### config.mk
export PLATFORM = sky130hd
export DESIGN_NAME = seg7_scan_driver_flat
export DESIGN_NICKNAME = d
export VERILOG_FILES = /design/src/rtl/seg7_scan_driver_if.sv /design/src/rtl/seg7_scan_driver.sv /design/src/flat_wrapper.sv
export SDC_FILE = /design/constraint.sdc
export NUM_CORES = 1
export LEC_CHECK = 0
export BUFFER_PORTS_ARGS = -buffer_cell sky130_fd_sc_hd__buf_4
export CAP_MARGIN = 40
export CELL_PAD_IN_SITES_DETAIL_PLACEMENT = 1
export CELL_PAD_IN_SITES_GLOBAL_PLACEMENT = 2
export CORE_UTILIZATION = 34
export CTS_CLUSTER_DIAMETER = 40
export DETAILED_ROUTE_END_ITERATION = 10
export PLACE_DENSITY_LB_ADDON = 0.3
export SYNTH_ARGS = -nofsm -noshare
export SYNTH_HDL_FRONTEND = slang
export SYNTH_SLANG_ARGS = --single-unit
### constraint.sdc
create_clock -name clk -period 2.9 [get_ports clk]
set_clock_uncertainty 0.2 [all_clocks]
set_input_delay 0.87 -clock clk [delete_from_list [all_inputs] [get_ports clk]]
set_output_delay 0.87 -clock clk [all_outputs]
set_load 0.05 [all_outputs]
### src/rtl/seg7_scan_driver_if.sv
// Bundle between the stopwatch counter and the seven-segment scan driver.
// master: the upstream side (drives BCD digits and display controls,
//         observes the display pins and status).
// slave : the scan driver (consumes the digits, drives the display pins).
// Signals: sec_lsb..hr_msb (4-bit BCD each), blank_lz, dp_en,
//          seg[6:0] {g,f,e,d,c,b,a}, dp, an[5:0], frame_done, bad_digit.
interface seg7_scan_driver_if;
  logic [3:0] sec_lsb;
  logic [3:0] sec_msb;
  logic [3:0] min_lsb;
  logic [3:0] min_msb;
  logic [3:0] hr_lsb;
  logic [3:0] hr_msb;
  logic       blank_lz;
  logic       dp_en;
  logic [6:0] seg;
  logic       dp;
  logic [5:0] an;
  logic       frame_done;
  logic       bad_digit;

  modport master (
    output sec_lsb, sec_msb, min_lsb, min_msb, hr_lsb, hr_msb, blank_lz, dp_en,
    input  seg, dp, an, frame_done, bad_digit
  );

  modport slave (
    input  sec_lsb, sec_msb, min_lsb, min_msb, hr_lsb, hr_msb, blank_lz, dp_en,
    output seg, dp, an, frame_done, bad_digit
  );
endinterface

### src/rtl/seg7_scan_driver.sv
// Six-digit time-multiplexed seven-segment display driver.
// Scans an[0] (sec_lsb) .. an[5] (hr_msb), one digit per SCAN_DIV cycles,
// with BLANK_CYC all-off cycles at the start of every slot. Digits are
// snapshotted once per frame (at the 5->0 wrap) so a frame never tears.
// Ports:
//   clk   - system clock
//   reset - asynchronous, active-high reset
//   bus   - slave side of seg7_scan_driver_if (digits in, display pins out)
module seg7_scan_driver #(
  parameter int SCAN_DIV   = 50000,
  parameter int BLANK_CYC  = 4,
  parameter bit ACTIVE_LOW = 1'b1
) (
  input  logic               clk,
  input  logic               reset,
  seg7_scan_driver_if.slave  bus
);

  localparam int CNT_W = $clog2(SCAN_DIV);
  localparam logic POL = ACTIVE_LOW;

  logic [CNT_W-1:0] cnt_reg;
  logic [2:0]       idx_reg;
  logic [5:0][3:0]  shadow_reg;
  logic [5:0][3:0]  digit_in;
  logic [5:0]       digit_bad;
  logic             frame_done_reg;
  logic             bad_digit_reg;
  logic [5:0]       an_reg;
  logic [6:0]       seg_reg;
  logic             dp_reg;

  logic             cnt_wrap;
  logic             frame_wrap;
  logic [3:0]       cur_digit;
  logic [5:0]       an_next;
  logic [6:0]       seg_next;
  logic             dp_next;

  assign digit_in[0] = bus.sec_lsb;
  assign digit_in[1] = bus.sec_msb;
  assign digit_in[2] = bus.min_lsb;
  assign digit_in[3] = bus.min_msb;
  assign digit_in[4] = bus.hr_lsb;
  assign digit_in[5] = bus.hr_msb;

  // Out-of-range check on the values about to be captured.
  generate
    for (genvar gi = 0; gi < 6; gi++) begin : g_bad
      assign digit_bad[gi] = (digit_in[gi] > 4'd9);
    end
  endgenerate

  assign cnt_wrap   = (cnt_reg == CNT_W'(SCAN_DIV - 1));
  assign frame_wrap = cnt_wrap && (idx_reg == 3'd5);

  function automatic logic [6:0] decode(input logic [3:0] d);
    case (d)
      4'd0:    decode = 7'b0111111;
      4'd1:    decode = 7'b0000110;
      4'd2:    decode = 7'b1011011;
      4'd3:    decode = 7'b1001111;
      4'd4:    decode = 7'b1100110;
      4'd5:    decode = 7'b1101101;
      4'd6:    decode = 7'b1111101;
      4'd7:    decode = 7'b0000111;
      4'd8:    decode = 7'b1111111;
      4'd9:    decode = 7'b1101111;
      default: decode = 7'b1000000;  // dash for non-BCD values
    endcase
  endfunction

  // Divider and digit index.
  always_ff @(posedge clk or posedge reset) begin
    if (reset) begin
      cnt_reg <= '0;
      idx_reg <= '0;
    end else if (cnt_wrap) begin
      cnt_reg <= '0;
      idx_reg <= (idx_reg == 3'd5) ? 3'd0 : idx_reg + 3'd1;
    end else begin
      cnt_reg <= cnt_reg + CNT_W'(1);
    end
  end

  // Frame snapshot and status flags.
  always_ff @(posedge clk or posedge reset) begin
    if (reset) begin
      shadow_reg     <= '0;
      frame_done_reg <= 1'b0;
      bad_digit_reg  <= 1'b0;
    end else begin
      frame_done_reg <= frame_wrap;
      if (frame_wrap) begin
        shadow_reg    <= digit_in;
        bad_digit_reg <= bad_digit_reg | (|digit_bad);
      end
    end
  end

  always_comb begin
    cur_digit = 4'd0;
    case (idx_reg)
      3'd0:    cur_digit = shadow_reg[0];
      3'd1:    cur_digit = shadow_reg[1];
      3'd2:    cur_digit = shadow_reg[2];
      3'd3:    cur_digit = shadow_reg[3];
      3'd4:    cur_digit = shadow_reg[4];
      3'd5:    cur_digit = shadow_reg[5];
      default: cur_digit = 4'd0;
    endcase
  end

  // Slot control in active-high form; polarity applied at the registers.
  always_comb begin
    an_next  = '0;
    seg_next = '0;
    dp_next  = 1'b0;
    if (cnt_reg >= CNT_W'(BLANK_CYC)) begin
      an_next = 6'b000001 << idx_reg;
      // Leading hour zero: anode keeps its timing, segments stay dark.
      if (!(bus.blank_lz && (idx_reg == 3'd5) && (cur_digit == 4'd0))) begin
        seg_next = decode(cur_digit);
      end
      dp_next = bus.dp_en && ((idx_reg == 3'd2) || (idx_reg == 3'd4));
    end
  end

  always_ff @(posedge clk or posedge reset) begin
    if (reset) begin
      an_reg  <= {6{POL}};
      seg_reg <= {7{POL}};
      dp_reg  <= POL;
    end else begin
      an_reg  <= an_next ^ {6{POL}};
      seg_reg <= seg_next ^ {7{POL}};
      dp_reg  <= dp_next ^ POL;
    end
  end

  assign bus.an         = an_reg;
  assign bus.seg        = seg_reg;
  assign bus.dp         = dp_reg;
  assign bus.frame_done = frame_done_reg;
  assign bus.bad_digit  = bad_digit_reg;

endmodule

### src/flat_wrapper.sv
// flat-port wrapper written by rule: the top's interface ports become plain ports
module seg7_scan_driver_flat 
#(
  parameter int SCAN_DIV   = 50000,
  parameter int BLANK_CYC  = 4,
  parameter bit ACTIVE_LOW = 1'b1
)
  (clk, reset, bus_sec_lsb, bus_sec_msb, bus_min_lsb, bus_min_msb, bus_hr_lsb, bus_hr_msb, bus_blank_lz, bus_dp_en, bus_seg, bus_dp, bus_an, bus_frame_done, bus_bad_digit);
  seg7_scan_driver_if bus_i ();
  input  logic clk;
  input  logic reset;
  input wire logic [$bits(bus_i.sec_lsb)-1:0] bus_sec_lsb;
  input wire logic [$bits(bus_i.sec_msb)-1:0] bus_sec_msb;
  input wire logic [$bits(bus_i.min_lsb)-1:0] bus_min_lsb;
  input wire logic [$bits(bus_i.min_msb)-1:0] bus_min_msb;
  input wire logic [$bits(bus_i.hr_lsb)-1:0] bus_hr_lsb;
  input wire logic [$bits(bus_i.hr_msb)-1:0] bus_hr_msb;
  input wire logic [$bits(bus_i.blank_lz)-1:0] bus_blank_lz;
  input wire logic [$bits(bus_i.dp_en)-1:0] bus_dp_en;
  output wire logic [$bits(bus_i.seg)-1:0] bus_seg;
  output wire logic [$bits(bus_i.dp)-1:0] bus_dp;
  output wire logic [$bits(bus_i.an)-1:0] bus_an;
  output wire logic [$bits(bus_i.frame_done)-1:0] bus_frame_done;
  output wire logic [$bits(bus_i.bad_digit)-1:0] bus_bad_digit;
  assign bus_i.sec_lsb = bus_sec_lsb;
  assign bus_i.sec_msb = bus_sec_msb;
  assign bus_i.min_lsb = bus_min_lsb;
  assign bus_i.min_msb = bus_min_msb;
  assign bus_i.hr_lsb = bus_hr_lsb;
  assign bus_i.hr_msb = bus_hr_msb;
  assign bus_i.blank_lz = bus_blank_lz;
  assign bus_i.dp_en = bus_dp_en;
  assign bus_seg = bus_i.seg;
  assign bus_dp = bus_i.dp;
  assign bus_an = bus_i.an;
  assign bus_frame_done = bus_i.frame_done;
  assign bus_bad_digit = bus_i.bad_digit;
  seg7_scan_driver #(.SCAN_DIV(SCAN_DIV), .BLANK_CYC(BLANK_CYC), .ACTIVE_LOW(ACTIVE_LOW)) u_core (.clk(clk), .reset(reset), .bus(bus_i));
endmodule
## Yosys cells after proc, flatten, opt, wreduce, memory -nomap -nowiden

Memory sizes are Yosys's and may differ from the RTL's.
Index checks and enable logic that the tools add are counted.

- Register bits: 59
- Memory bits (read-only): 112
- Input bits: 28
- Output and inout port bits: 16
- Memories: 1

Memory list:

| name | words | bits a word | read ports | clocked after Yosys merged registers in | wr ports | RTL line | RTL |
|---|---|---|---|---|---|---|---|
| (name not given) | 16 | 7 | 1 | 0 | 0 | seg7_scan_driver.sv:58 | `case (d)` |

- Add/subtract/negate cells: 2
- $lt $le $gt $ge: 7
- Eq/ne operators: 6
- Shift-type cells: 1
- Mux-type cells: 7
- Bitwise operators: 4
- Reduce and logical (&&, ||, !) cells: 8

Operators by type and width:

| operator | count |
|---|---|
| $gt 4x4->1 const B | 6 |
| $pmux 4 s6 | 1 |
| $add 16x1->16 const B | 1 |
| $eq 16x16->1 const B | 1 |
| $ge 16x3->1 const B | 1 |
| $mux 16 | 1 |
| $mux 7 | 2 |
| $not 7->7 | 1 |
| $eq 3x2->1 const B | 2 |
| $eq 3x3->1 const B | 2 |
| $mux 6 | 1 |
| $not 6->6 | 1 |
| $reduce_or 6->1 | 1 |
| $shl 1x3->6 const A | 1 |
| $logic_and 1x1->1 | 4 |
| $logic_not 4->1 | 1 |
| $add 3x1->3 const B | 1 |
| $eq 3x1->1 const B | 1 |
| $logic_not 3->1 | 1 |
| $mux 3 | 1 |
| $logic_or 1x1->1 | 1 |
| $mux 1 | 1 |
| $not 1->1 | 1 |
| $or 1x1->1 | 1 |

## Depth between registers and ports, before layout

Gate-level depths: netlist of run 1.

- Word-level depth: 7
- Depth in mapped cells: 12

## Least setup slack after synthesis of run 1

OpenSTA, ideal clock, no wires.

- Path kind: reg2reg
- Start: reg u_core.idx_reg[1]
- End: reg u_core.seg_reg[5], in the netlist u_core.bus.seg[5]
- Data arrival time: 2.453 ns
- Setup slack: 0.144 ns
- Cell stages (with the launch flop): 12
- Path buffers: 2
- Path through: dfrtp_1 > clkbuf_1 > clkbuf_1 > and2_1 > ha_1 > and2_1 > a221o_1 > nor2_1 > ha_1 > and3_1 > a211oi_1 > o32ai_1

- Word-level cells in the longest chain between the ends: 7
- Elaborated cells on any way between the ends: 14
- Classes of those cells: eq/ne: 5; mux: 3; bitwise: 1; reduce/logical: 4; memory: 1

RTL lines:

| item | RTL line | RTL |
|---|---|---|
| from (decl) | seg7_scan_driver.sv:23 | `logic [2:0] idx_reg;` |
| from (signal assigned) | seg7_scan_driver.sv:80 | `idx_reg <= (idx_reg == 3'd5) ? 3'd0 : idx_reg + 3'd1;` |
| branches (longest 4 deep; another with $mem_v2 16x7) | -- |  |
| $mux 7 (*) | seg7_scan_driver.sv:122 | `if (!(bus.blank_lz && (idx_reg == 3'd5) && (cur_digit == 4'd0))) begin` |
| $mux 7 (*) | seg7_scan_driver.sv:119 | `if (cnt_reg >= CNT_W'(BLANK_CYC)) begin` |
| $not 7->7 (no line) (*) | -- |  |
| to (signal assigned) | seg7_scan_driver.sv:132 | `seg_reg <= {7{POL}};` |
| to (signal assigned) | seg7_scan_driver.sv:136 | `seg_reg <= seg_next ^ {7{POL}};` |
| to (decl) | seg7_scan_driver.sv:30 | `logic [6:0] seg_reg;` |

Every way passes the cells marked *.
A chain may end at the register's enable or synchronous reset.

## Worst setup path in the final report of run 1

- Start: reg u_core.idx_reg[0]
- End: reg u_core.seg_reg[5], in the netlist u_core.bus.seg[5]

The elaborated chain is that of the path after synthesis.

==> reports/metrics.csv, run 1 <==
stage;metric;value;unit
place;I/O Buffers;43;
pwr;Switching Fraction;0.234;
synth;Post-Synthesis Mean Instance Area;11.8;sq um
clock_tree;clock sink total;59;
synth;ys flop type;dfrtp_1;
critical_path;R2R setup slack;0.26;ns
final_layout;fillers;918;
pwr;Leak;1.70;nW
clock_tree;CTS Buf Count;9;
clock_tree;H-tree level count;3;
pwr;Cell Pwr Density;484;nW/um^2
pwr;P_sw;407;uW
critical_path;family with the most delay on the worst path;simple AND/OR/NAND/NOR gates;
global_route;largest net degree at the start of global routing;31;
worst_hold_path;Hold Path End;u_core.bus.bad_digit;
synth;Synth cell types;47;
final_layout;Area Growth Syn to Fin;23.0;%
sta;Worst slew margin;0.677;
synth;Syn Inst Count;248;
die;Rows;33;
critical_path;critical path capture point type;register;
synth;asr flop ratio synth;1.00;
synth;Synth Warn #;0;
worst_hold_path;min-delay src;u_core.bus.bad_digit;
die;Die Y;94.6;um
clock_tree;Longest Clk Path Bufs;2;
detailed_routing;residual DRC count;0;
global_route;vias in the first global route;2075;
final_layout;max reg flops;24;
critical_path;Critical-path top delay cell;dfrtp_1;
critical_path;reg2reg end;u_core.bus.seg[5];
synth;Yosys reg bits;59;
pwr;power share of the sequential group;0.499;
critical_path;Worst R2R Start;u_core.idx_reg[0];
critical_path;Setup Crit Path Kind;register to register;
die;Die Wd;94.6;um
detailed_routing;drt total wl;6530;um
synth;top cells by count, synth;45 x dfrtp_1, 19 x mux2_4, 19 x nor2_1, 17 x nand2_1, 14 x dfstp_2;
synth;synth top area cells;dfrtp_1 39%, dfstp_2 13%, mux2_4 9.8%, ha_1 3.9%, xor2_1 3.0%;
sta;Slew Viols, Final;0;
pwr;P_int;1.33;mW
worst_hold_path;hold path cells;1;
critical_path;worst r2r path cells;9;
critical_path;worst-path cell chain;and2_1, ha_1, and2_1, a221o_1, nor2_1, ha_1, and3_1, a211oi_2, o32ai_1;
sta;max frequency;0.379;GHz
die;Ports;44;
critical_path;Startpoint Class;register;
synth;largest area contributor in the netlist;dfrtp_1;
job;max-cap violation count;0;
synth;Net Count, Synth;285;
detailed_routing;total number of vias;2016;
detailed_routing;WL/cell;15.8;um
critical_path;crit-path max FO;11;
place;post-place setup slack;0.141;ns
detailed_routing;DR iter-0 viols;58;
critical_path;CP required;2.93;ns
sta;Worst-Margin Slew;0.483;ns
sta;Final Hold Viols;0;
place;gpl congestion;0.775;
critical_path;crit path DAT;2.67;ns
detailed_routing;post-DR vias/cell;4.89;
final_layout;share of layout cells above drive strength 1;0.378;
synth;Post-Syn Area;2920;sq um
sta;hold slack;0.284;ns
clock_tree;Clock transition at path regs;0.06;ns
sta;Final Cycle Share;0.910;
synth;most common cell in the netlist;dfrtp_1;
synth;share of the synthesized area in the top cell type;0.386;
detailed_routing;DRT Pass-1 Iters;4;
sta;# setup viols final;0;
global_route;GRT Util Overall;0.162;
detailed_routing;post-route ant nets;0;
status;outcome;finished clean;
synth;EDFF count, synth;0;
place;dpl hpwl;4860;um
sta;Tmin final;2.64;ns
critical_path;worst path bufs/invs;0;
sta;final setup TNS;0;ns
global_route;grt ovf;0;
clock_tree;Root Buffer Master;clkbuf_8;
pwr;peak supply drop;209;uV
die;die area;8960;sq um
die;Initial Util;0.353;
die;Core Area;8260;sq um
synth;Seq/Total Area, Yosys;0.512;
pwr;Logic pwr share;0.093;
worst_hold_path;worst hold path type;register to register;
sta;Worst Slack Setup Final;0.261;ns
global_route;antenna violations before repair;0;
clock_tree;CTS tree;yes;
global_route;first-pass GRT wire length;11000;um
critical_path;Max stage delay on crit path;0.50;ns
sta;RSZ-0062 raised after global routing;false;
pwr;Clock power frac;0.409;
final_layout;nets;339;
final_layout;diode count;0;
clock_tree;Worst-Skew Late Latency;0.33;ns
-- metal layers --
layer	GRT usage	vias to the layer above	wire length, um
met5	0	-	0
met4	0.0492	0	73
met3	0.0435	7	252
met2	0.237	46	2950
met1	0.233	985	3260
li1	-	978	-
-- worst max path at each step --
stage,to,cells after the start,start,slack (ns)
CTS,u_core.bus.seg[5],9,u_core.idx_reg[2],0.06
finish,u_core.bus.seg[5],9,u_core.idx_reg[0],0.26
global placement,u_core.bus.seg[5],9,u_core.idx_reg[2],0.29
global route,u_core.bus.seg[5],9,u_core.idx_reg[0],0.07
floorplan,u_core.bus.seg[5],11,u_core.idx_reg[1],0.14
detailed placement,u_core.bus.seg[5],9,u_core.idx_reg[2],0.14
-- power by group through the flow --
stage / clock [mW] / combinational (mW) / sequential, mW
3_5_place_dp: 0 / 0.164 / 0.881
2_1_floorplan: 0 / 0.0675 / 0.908
6_report: 0.710 / 0.161 / 0.866
5_1_grt: 0.772 / 0.177 / 0.869
4_1_cts: 0.737 / 0.165 / 0.867
3_3_place_gp: 0 / 0.161 / 0.880
-- worst register-to-register path: stages (launching register included) --
cell and delay, ns:
dfrtp_1 0.50, and2_1 0.22, ha_1 0.24, and2_1 0.17
a221o_1 0.29, nor2_1 0.16, ha_1 0.20, and3_1 0.24
a211oi_2 0.14, o32ai_1 0.18
-- layout by cell type, fill, tap and decap left out, types with 5 or more instances in the layout --
cell	count
dfrtp_1	44
xor2_1	10
mux2_2	6
nand3_1	11
ha_1	9
mux2i_1	7
dfstp_2	14
o21ai_0	10
xnor2_1	5
nand2_1	17
inv_1	8
nor3_1	7
nand4_1	5
nor2_1	19
buf_4	53
mux2_4	19
clkbuf_8	13
-- per-stage QoR --
step	utilization	cells	instance area, sq um	power [mW]
2_1_floorplan	-	248	2920	0.975
3_3_place_gp	0.411	396	3390	1.04
3_5_place_dp	0.411	396	3390	1.04
4_1_cts	0.434	412	3580	1.77
5_1_grt	0.435	412	3590	1.82
6_report	0.435	412	3590	1.74
-- cell families after synthesis --
family / share of synthesized area
adders and majority gates: 0.0386
buffers and inverters: 0.0304
DFF: 0.512
muxes: 0.145
and+or+nand+nor: 0.157
xor gates and xnor gates: 0.0450
AOI/OAI and AO/OA: 0.0716
-- layout make-up --
cell class / instances / area, sq um / area share
multi-input combinational: 170 / 1340 / 0.373
clock buffer: 15 / 186 / 0.0519
inverter: 9 / 33.8 / 0.00941
timing repair buffer: 53 / 398 / 0.111
sequential: 59 / 1500 / 0.417
clock inverter: 1 / 5.00 / 0.00139
tap: 105 / 131 / 0.0366
-- timing repair --
item	in CTS	in global routing
hold endpoints to repair	0	0
setup endpoints to repair	0	7
hold buffers	0	0
buffers inserted	0	0
resized for setup	0	2
No activity file was read; power rests on OpenSTA's default activity.
==> inputs of run 2 (changes only) <==
Settings changed: CORE_UTILIZATION 34 to 35, CTS_BUF_LIST set to sky130_fd_sc_hd__clkbuf_4.
==> reports/metrics.csv, run 2 (synthesis gave the netlist of run 1 again) <==
stage;metric;value;unit
status;outcome;finished clean;
clock_tree;Longest Clk Path Bufs;2;
job;max-cap violation count;0;
sta;final setup TNS;0;ns
sta;Worst slew margin;0.619;
detailed_routing;post-route ant nets;0;
final_layout;commonest non-fill, non-tap cell in the layout;buf_4;
pwr;Logic pwr share;0.104;
detailed_routing;total number of vias;2023;
critical_path;Setup Crit Path Kind;register to register;
die;Die Y;93.3;um
detailed_routing;post-DR vias/cell;4.92;
critical_path;family with the most delay on the worst path;simple AND/OR/NAND/NOR gates;
pwr;Cell Pwr Density;447;nW/um^2
sta;Final Hold Viols;0;
clock_tree;clock sink total;59;
sta;Slew Viols, Final;0;
final_layout;share of layout cells above drive strength 1;0.372;
die;Die Wd;93.3;um
pwr;P_sw;404;uW
die;Initial Util;0.370;
clock_tree;CTS Buf Count;9;
global_route;first-pass GRT wire length;10900;um
final_layout;most frequent cells in the layout;54 x buf_4, 45 x dfrtp_1, 19 x nor2_1, 19 x mux2_4, 17 x nand2_1;
clock_tree;CTS tree;yes;
pwr;power share of the sequential group;0.546;
pwr;peak supply drop;158;uV
final_layout;Area Growth Syn to Fin;21.4;%
global_route;vias in the first global route;2152;
sta;RSZ-0062 raised after global routing;false;
sta;Final Cycle Share;0.879;
pwr;Leak;1.69;nW
critical_path;crit path DAT;2.67;ns
critical_path;Critical-path top delay cell;dfrtp_1;
worst_hold_path;worst hold path type;input pin to async pin;
detailed_routing;residual DRC count;0;
die;Ports;44;
clock_tree;# resized after CTS;0;
clock_tree;Worst-Skew Late Latency;0.41;ns
critical_path;worst-path cell chain;and2_1, ha_1, and2_1, a221o_1, nor2_1, ha_1, and3_1, a211oi_1, buf_4, o22ai_1;
critical_path;Startpoint Class;register;
global_route;largest net degree at the start of global routing;26;
global_route;grt ovf;0;
place;dpl hpwl;4780;um
sta;# setup viols final;0;
pwr;Clock power frac;0.350;
critical_path;Max stage delay on crit path;0.41;ns
critical_path;critical path capture point type;register;
detailed_routing;DR iter-0 viols;31;
global_route;antenna violations before repair;0;
clock_tree;H-tree level count;3;
final_layout;Post-Route Utilization;0.449;
detailed_routing;DRT Pass-1 Iters;4;
die;die area;8710;sq um
pwr;P_int;1.18;mW
clock_tree;CTS Hold Bufs;0;
critical_path;crit-path max FO;5;
sta;max frequency;0.392;GHz
final_layout;diode count;0;
pwr;Switching Fraction;0.255;
detailed_routing;drt total wl;6310;um
critical_path;worst path bufs/invs;1;
die;Rows;32;
sta;Tmin final;2.55;ns
clock_tree;Clock transition at path regs;0.11;ns
place;gpl congestion;0.748;
global_route;GRT Util Overall;0.166;
die;Core Area;7890;sq um
place;I/O Buffers;43;
clock_tree;Root Buffer Master;clkbuf_4;
clock_tree;setup repair bufs after CTS;0;
detailed_routing;WL/cell;15.4;um
final_layout;nets;341;
critical_path;CP required;3.02;ns
sta;Worst-Margin Slew;0.567;ns
final_layout;max reg flops;24;
-- run 2: cell types whose count changed in the layout (fill, tap and decap cells not counted), moves of 2 or more --
cell / previous run / this run
clkbuf_1: 2 / 0
clkbuf_4: 0 / 9
clkbuf_8: 13 / 0
clkinv_1: 0 / 3
-- run 2: per-layer routing --
| layer | up-vias | wire [um] | track usage | part of all wire |
|---|---|---|---|---|
| li1 | 985 | - | - | - |
| met1 | 981 | 3220 | 0.232 | 0.51 |
| met2 | 45 | 2710 | 0.241 | 0.43 |
| met3 | 12 | 248 | 0.0407 | 0.039 |
| met4 | 0 | 134 | 0.0769 | 0.021 |
| met5 | - | 0 | 0 | 0 |
-- run 2: worst reg2reg max path, cell delays in order, from the launching register on --
cell	delay (ns)
dfrtp_1	0.41
and2_1	0.15
ha_1	0.23
and2_1	0.17
a221o_1	0.28
nor2_1	0.18
ha_1	0.20
and3_1	0.21
a211oi_1	0.09
buf_4	0.18
o22ai_1	0.16
-- run 2: power groups by stage --
stage | Clock, mW | Sequential (mW) | Combinational (mW)
2_1_floorplan | 0 | 0.908 | 0.0675
3_3_place_gp | 0 | 0.880 | 0.165
3_5_place_dp | 0 | 0.881 | 0.167
4_1_cts | 0.577 | 0.866 | 0.168
5_1_grt | 0.612 | 0.869 | 0.180
6_report | 0.555 | 0.865 | 0.165
-- run 2: final timing paths --
| path | start | to | slack [ns] | cells past startpoint |
|---|---|---|---|---|
| worst max register to register | u_core.idx_reg[1] | u_core.bus.seg[0] | 0.35 | 10 |
| worst min-delay path | reset | u_core.idx_reg[1] | 0.27 | 2 |
| min in group clk | u_core.cnt_reg[0] | u_core.cnt_reg[0] | 0.30 | 1 |
| max in group asynchronous | reset | u_core.bus.an[0] | 1.58 | 3 |
| worst min register to register | u_core.cnt_reg[0] | u_core.cnt_reg[0] | 0.30 | 1 |
| worst max-delay path | u_core.idx_reg[1] | u_core.bus.seg[0] | 0.35 | 10 |
-- run 2: metrics by stage --
stage               setup WS, ns  instance area, sq um  power, mW  hold slack (ns)  std cells
global placement           0.517                  3420       1.04            0.272        395
global route               0.168                  3540       1.66            0.266        411
floorplan                  0.144                  2920      0.975            0.255        248
CTS                        0.345                  3540       1.61            0.264        411
finish                     0.350                  3540       1.58            0.272        411
detailed placement         0.406                  3420       1.05            0.276        395
-- run 2: layout make-up --
class / count / area [sq um]
fillers: 886 / 4350
flip-flops and latches: 59 / 1490
multi-input cells: 170 / 1340
repair buffers: 55 / 425
well taps: 102 / 128
clock buffers: 9 / 67.6
clock inverters: 7 / 58.8
inverters: 9 / 33.8
